### src/rtl/data_mem_arbiter.sv
// Two-port arbiter/sequencer for the single-ported stalling data memory.
// Port 0 is the CPU load/store path, port 1 the loader/debug DMA path.
module data_mem_arbiter #(
    parameter int PRIORITY_MODE = 0,
    parameter int TIMEOUT       = 15
) (
    input  logic        clk,
    input  logic        reset,
    input  logic        req0,
    input  logic        req1,
    input  logic [31:0] addr0,
    input  logic [31:0] addr1,
    input  logic [31:0] wdata0,
    input  logic [31:0] wdata1,
    input  logic        we0,
    input  logic        we1,
    input  logic [3:0]  mask0,
    input  logic [3:0]  mask1,
    output logic        done0,
    output logic        done1,
    output logic [31:0] rdata0,
    output logic [31:0] rdata1,
    output logic        err0,
    output logic        err1,
    output logic [31:0] mem_addr,
    output logic [31:0] mem_write_data,
    output logic        mem_memwrite,
    output logic        mem_memread,
    output logic [3:0]  mem_sign_mask,
    input  logic [31:0] mem_read_data,
    input  logic        mem_clk_stall,
    output logic        busy
);
    typedef enum logic [1:0] {S_IDLE, S_ISSUE, S_WAIT, S_RESP} state_t;

    localparam logic [3:0] TIMEOUT_L = 4'(TIMEOUT);

    state_t      state_q, state_d;
    logic        win_q, win_d;
    logic        we_q, we_d;
    logic        rr_last_q, rr_last_d;
    logic        stall_seen_q, stall_seen_d;
    logic [3:0]  timer_q, timer_d;
    logic [31:0] addr_q, addr_d;
    logic [31:0] wdata_q, wdata_d;
    logic [3:0]  mask_q, mask_d;
    logic        memwrite_q, memwrite_d;
    logic        memread_q, memread_d;
    logic        done0_q, done0_d;
    logic        done1_q, done1_d;
    logic        err0_q, err0_d;
    logic        err1_q, err1_d;
    logic [31:0] rdata0_q, rdata0_d;
    logic [31:0] rdata1_q, rdata1_d;
    logic        grant1;

    // Port 1 wins when alone, or on a round-robin tie when port 0 was served last.
    always_comb begin
        grant1 = req1 & (~req0 | ((PRIORITY_MODE == 0) & ~rr_last_q));
    end

    always_comb begin
        state_d      = state_q;
        win_d        = win_q;
        we_d         = we_q;
        rr_last_d    = rr_last_q;
        stall_seen_d = stall_seen_q;
        timer_d      = timer_q;
        addr_d       = addr_q;
        wdata_d      = wdata_q;
        mask_d       = mask_q;
        memwrite_d   = memwrite_q;
        memread_d    = memread_q;
        rdata0_d     = rdata0_q;
        rdata1_d     = rdata1_q;
        done0_d      = 1'b0;
        done1_d      = 1'b0;
        err0_d       = 1'b0;
        err1_d       = 1'b0;
        case (state_q)
            S_IDLE: begin
                if (req0 | req1) begin
                    win_d      = grant1;
                    we_d       = grant1 ? we1 : we0;
                    addr_d     = grant1 ? addr1 : addr0;
                    wdata_d    = grant1 ? wdata1 : wdata0;
                    mask_d     = grant1 ? mask1 : mask0;
                    memwrite_d = grant1 ? we1 : we0;
                    memread_d  = grant1 ? ~we1 : ~we0;
                    state_d    = S_ISSUE;
                end
            end
            S_ISSUE: begin
                memwrite_d   = 1'b0;
                memread_d    = 1'b0;
                stall_seen_d = 1'b0;
                timer_d      = 4'd0;
                state_d      = S_WAIT;
            end
            S_WAIT: begin
                stall_seen_d = stall_seen_q | mem_clk_stall;
                if (stall_seen_q && !mem_clk_stall) begin
                    if (!we_q && win_q)  rdata1_d = mem_read_data;
                    if (!we_q && !win_q) rdata0_d = mem_read_data;
                    done0_d = ~win_q;
                    done1_d = win_q;
                    state_d = S_RESP;
                end else if (timer_q == TIMEOUT_L) begin
                    done0_d = ~win_q;
                    done1_d = win_q;
                    err0_d  = ~win_q;
                    err1_d  = win_q;
                    state_d = S_RESP;
                end else begin
                    timer_d = timer_q + 4'd1;
                end
            end
            S_RESP: begin
                rr_last_d = win_q;
                state_d   = S_IDLE;
            end
            default: state_d = S_IDLE;
        endcase
    end

    always_ff @(posedge clk or posedge reset) begin
        if (reset) begin
            state_q      <= S_IDLE;
            win_q        <= 1'b0;
            we_q         <= 1'b0;
            rr_last_q    <= 1'b1;
            stall_seen_q <= 1'b0;
            timer_q      <= 4'd0;
            addr_q       <= 32'd0;
            wdata_q      <= 32'd0;
            mask_q       <= 4'd0;
            memwrite_q   <= 1'b0;
            memread_q    <= 1'b0;
            done0_q      <= 1'b0;
            done1_q      <= 1'b0;
            err0_q       <= 1'b0;
            err1_q       <= 1'b0;
            rdata0_q     <= 32'd0;
            rdata1_q     <= 32'd0;
        end else begin
            state_q      <= state_d;
            win_q        <= win_d;
            we_q         <= we_d;
            rr_last_q    <= rr_last_d;
            stall_seen_q <= stall_seen_d;
            timer_q      <= timer_d;
            addr_q       <= addr_d;
            wdata_q      <= wdata_d;
            mask_q       <= mask_d;
            memwrite_q   <= memwrite_d;
            memread_q    <= memread_d;
            done0_q      <= done0_d;
            done1_q      <= done1_d;
            err0_q       <= err0_d;
            err1_q       <= err1_d;
            rdata0_q     <= rdata0_d;
            rdata1_q     <= rdata1_d;
        end
    end

    assign done0          = done0_q;
    assign done1          = done1_q;
    assign err0           = err0_q;
    assign err1           = err1_q;
    assign rdata0         = rdata0_q;
    assign rdata1         = rdata1_q;
    assign mem_addr       = addr_q;
    assign mem_write_data = wdata_q;
    assign mem_sign_mask  = mask_q;
    assign mem_memwrite   = memwrite_q;
    assign mem_memread    = memread_q;
    assign busy           = (state_q != S_IDLE);
endmodule

### config.mk
export PLATFORM = sky130hd
export DESIGN_NAME = data_mem_arbiter
export DESIGN_NICKNAME = d
export VERILOG_FILES = /design/src/rtl/data_mem_arbiter.sv
export SDC_FILE = /design/constraint.sdc
export NUM_CORES = 1
export LEC_CHECK = 0
export CORE_MARGIN = 2
export CORE_UTILIZATION = 42
export CTS_BUF_LIST = sky130_fd_sc_hd__clkbuf_8
export DETAILED_ROUTE_END_ITERATION = 10
export GPL_TIMING_DRIVEN = 0
export PLACE_DENSITY = 0.83
export REMOVE_ABC_BUFFERS = 1
export SLEW_MARGIN = 20
export SYNTH_ARGS = -nofsm -noshare
export SYNTH_HDL_FRONTEND = slang
export SYNTH_SLANG_ARGS = --single-unit
### constraint.sdc
create_clock -name clk -period 5.3 [get_ports clk]
set_input_delay 0.795 -clock clk [delete_from_list [all_inputs] [get_ports clk]]
set_output_delay 0.795 -clock clk [all_outputs]
set_load 0.005 [all_outputs]
==> metrics <==
status finished clean; DIE AREA roughly 16000 sq um; die height 127.9 um; clk slew on worst S/H paths ~0.08 ns; Power Total 0.005291 W; TritonCTS clock tree done; required time of the critical path approximately 5.6 ns; FFs w/ async S/R, synth between 90% and 100%; minimum clock period 2.766 ns; Seq pwr share 37.4%; Fin. Hold Viols 0; Setup crit end kind flop; share of layout cells above drive strength 1 a little over an eighth; Worst Hold Launch mem_write_data[11]; gpl congestion ~0.77; Hold Path Sink mem_write_data[11]; CP Max Fanout 21; DR WL/cell between 15 and 20 um; vias in the first global route 5445; Critical Path, Cell by Cell clkdlybuf4s50_1 -> a21boi_4 -> buf_16 -> buf_16 -> buf_16 -> mux2i_1 -> o21ai_0; # diodes 0; overall routed net length 17.65 mm; period utilisation layout 52.18%; initial antenna violation count 0; FF-to-FF End rdata0[6]; Sw Share a little under a third; core box area around 15000 sq um; RSZ-0062 raised after global routing false; global-route wire length before repair about 28 mm; Total GRT Usage roughly 22%; worst min-delay path category flop to flop; fillcell total just over 1000; Vias a little over 5000; area growth from synthesis to layout 59.44%; row count 45; Routed Antenna Nets 0; hold_buf cts 0; DRC viols 0; Final setup viols 0; Leak Pwr 4.608 nW; combinational share of power 45.1%; syn_area_per_cell between 10 and 15 sq um; input/output buffers approximately 310; root cell of the clock tree clkbuf_8; post-synth cell types 40; Worst Hold Depth 2; WP buf/inv 4; post-synthesis simple-gate area fraction around 6.3%; Mapped Area roughly 6400 sq um; EDFF count, synth 0; sequential-to-total area share from yosys stat 57.46%; Synth Area in Adders 0.9703%; critical path arrival a little over 3 ns; Post-synth top flop dfrtp_1; internal power between 0.003 and 0.004 W; cell total after placement between 900 and 1000; Max VDD drop between 0.0002 and 0.0003 V; 1st-pass router iterations 4; Worst Max-Slew Pin Slew about 0.8 ns; switching power ~0.0017 W; Max H-tree Level 4; most common cell after layout, fill and taps aside clkdlybuf4s50_1; fraction of the mapped netlist area in compound gates under 10%; post-route insts no fill ~1000; Resized cells post-CTS 0; initial detailed-routing violation count 214; Gate Count Post-Synth between 500 and 600; Sink Count 148; Worst R2R Path Depth 6; Post CTS Setup Buffer Count 0; Largest stage delay, worst path ~0.70 ns; I/O pin cnt between 300 and 400; Slew HR 45.78%; most frequent cells in the layout 313 x clkdlybuf4s50_1, 147 x dfrtp_1, 74 x nand2_1; CTS Buf Count 17; XOR/XNOR Fraction of Synth Area 0%; fin nets about 1000; most used cell, CP buf_16; largest net degree at the start of global routing 84; Initial Util between 40% and 50%; CP top delay family buffers and inverters; via density per instance ~5.0; Yosys Warn Count 0; Max Slew Vio Count 0; GR Overflow Total 0; clock skew roughly 0.013 ns; slowest CP cell a21boi_4; flop2flop setup slack approximately 2.7 ns; Max Buffers Root-to-Sink 2; largest family of logic cells by synthesized area multiplexers; mux cell area share after synthesis 24.14%; Fmax about 0.36 GHz; synthesis-stage register bit count between 100 and 150; die width about 130 um; Clk network pwr share between 15 and 20%; Max-Cap Viols 0; worst r2r src state_q[0]; DPL Wire Length 13.56 mm; CP Launch Type input port; pwr dens slightly above 500 nW/um^2; clk_lat worst skew 0.45 ns; kind of critical path input port to flop
## metal layers
metal | vias to the layer above | share of wire, % | GRT usage [%]
met5 | - | 0 | 0
met4 | 0 | 1.2 | 6.076
met3 | 18 | 9.7 | 9.516
met2 | 226 | 51 | 38.35
met1 | 2494 | 38 | 24.51
li1 | 2424 | - | -
## worst register-to-register path: stages, from the launching register on
cell and delay, ns:
dfrtp_1 0.42, inv_1 0.10, ha_1 0.38, inv_1 0.17, nor4_4 0.75, buf_4 0.32, mux2_2 0.35
## power by group through the flow
stage / clock, W / sequential (W) / combinational [W]
finish: 0.000922 / 0.00198 / 0.00239
global placement: 0 / 0.00196 / 0.00238
CTS: 0.000947 / 0.00198 / 0.00242
floorplan: 0 / 0.00200 / 0.000973
detailed placement: 0 / 0.00200 / 0.00240
global route: 0.000991 / 0.00205 / 0.00259
## worst max path at each step
| stage | start | endpoint | slack (ns) | cells after the start |
|---|---|---|---|---|
| 2_1_floorplan | req1 | mem_memread | -3.99 | 3 |
| 6_report | req1 | mem_write_data[16] | 2.53 | 7 |
| 3_5_place_dp | req1 | mem_write_data[16] | 2.02 | 7 |
| 5_1_grt | req1 | mem_write_data[16] | 2.41 | 7 |
| 4_1_cts | req1 | mem_write_data[16] | 2.52 | 7 |
| 3_3_place_gp | req1 | mem_write_data[26] | -6.30 | 4 |
## final cells by class
type	count	area (sq um)	area share [%]
Clock buffer	17	234.0	2.276
Clock inverter	15	180.2	1.753
Inverter	8	37.54	0.3651
Multi-Input combinational cell	325	2544	24.74
Sequential cell	148	3705	36.04
Tap cell	188	235.2	2.288
Timing Repair Buffer	322	3344	32.53
## metrics by stage
stage | setup WS [ns] | TNS [ns] | cell area [sq um] | hold slack, ns | util, %
after global placement | -6.298 | -595.92 | 9615 | 0.4638 | 63.72
after global routing | 2.410 | 0 | 10280 | 0.5097 | 68.13
final | 2.534 | 0 | 10280 | 0.4848 | 68.13
after floorplan | -3.987 | -275.62 | 6247 | 0.4727 | -
after CTS | 2.515 | 0 | 10280 | 0.4890 | 68.13
after detailed placement | 2.025 | 0 | 9866 | 0.4697 | 65.38
## flip-flops by register name (all words and copies together), names as in the netlist, 2 cells and up
signal / count
mem_write_data: 32
timer_q: 4
rdata0: 32
mem_addr: 32
rdata1: 32
state_q: 2
mem_sign_mask: 4
## logic make-up after synthesis
kind of cell | count (synthesis)
and+or+nand+nor | 95
DFF | 148
buffers and inverters | 43
muxes | 136
AOI/OAI and AO/OA | 89
adders and majority gates | 5
## Yosys cell counts (2+ instances only)
cell type	instances	area [sq um]
a21oi_1	3	15.01
a31oi_1	4	25.02
and3_1	2	12.51
buf_12	2	40.04
buf_2	14	70.07
clkbuf_1	17	63.81
dfrtp_1	147	3679
ha_1	5	62.56
inv_1	7	26.28
mux2_1	2	22.52
mux2_2	34	382.9
mux2_4	30	450.4
mux2i_1	70	700.7
nand2_1	74	277.8
nand3_1	3	15.01
nor2_1	5	18.77
nor3b_1	2	15.01
o21ai_0	73	365.4
(Power assumes the default switching activity.)
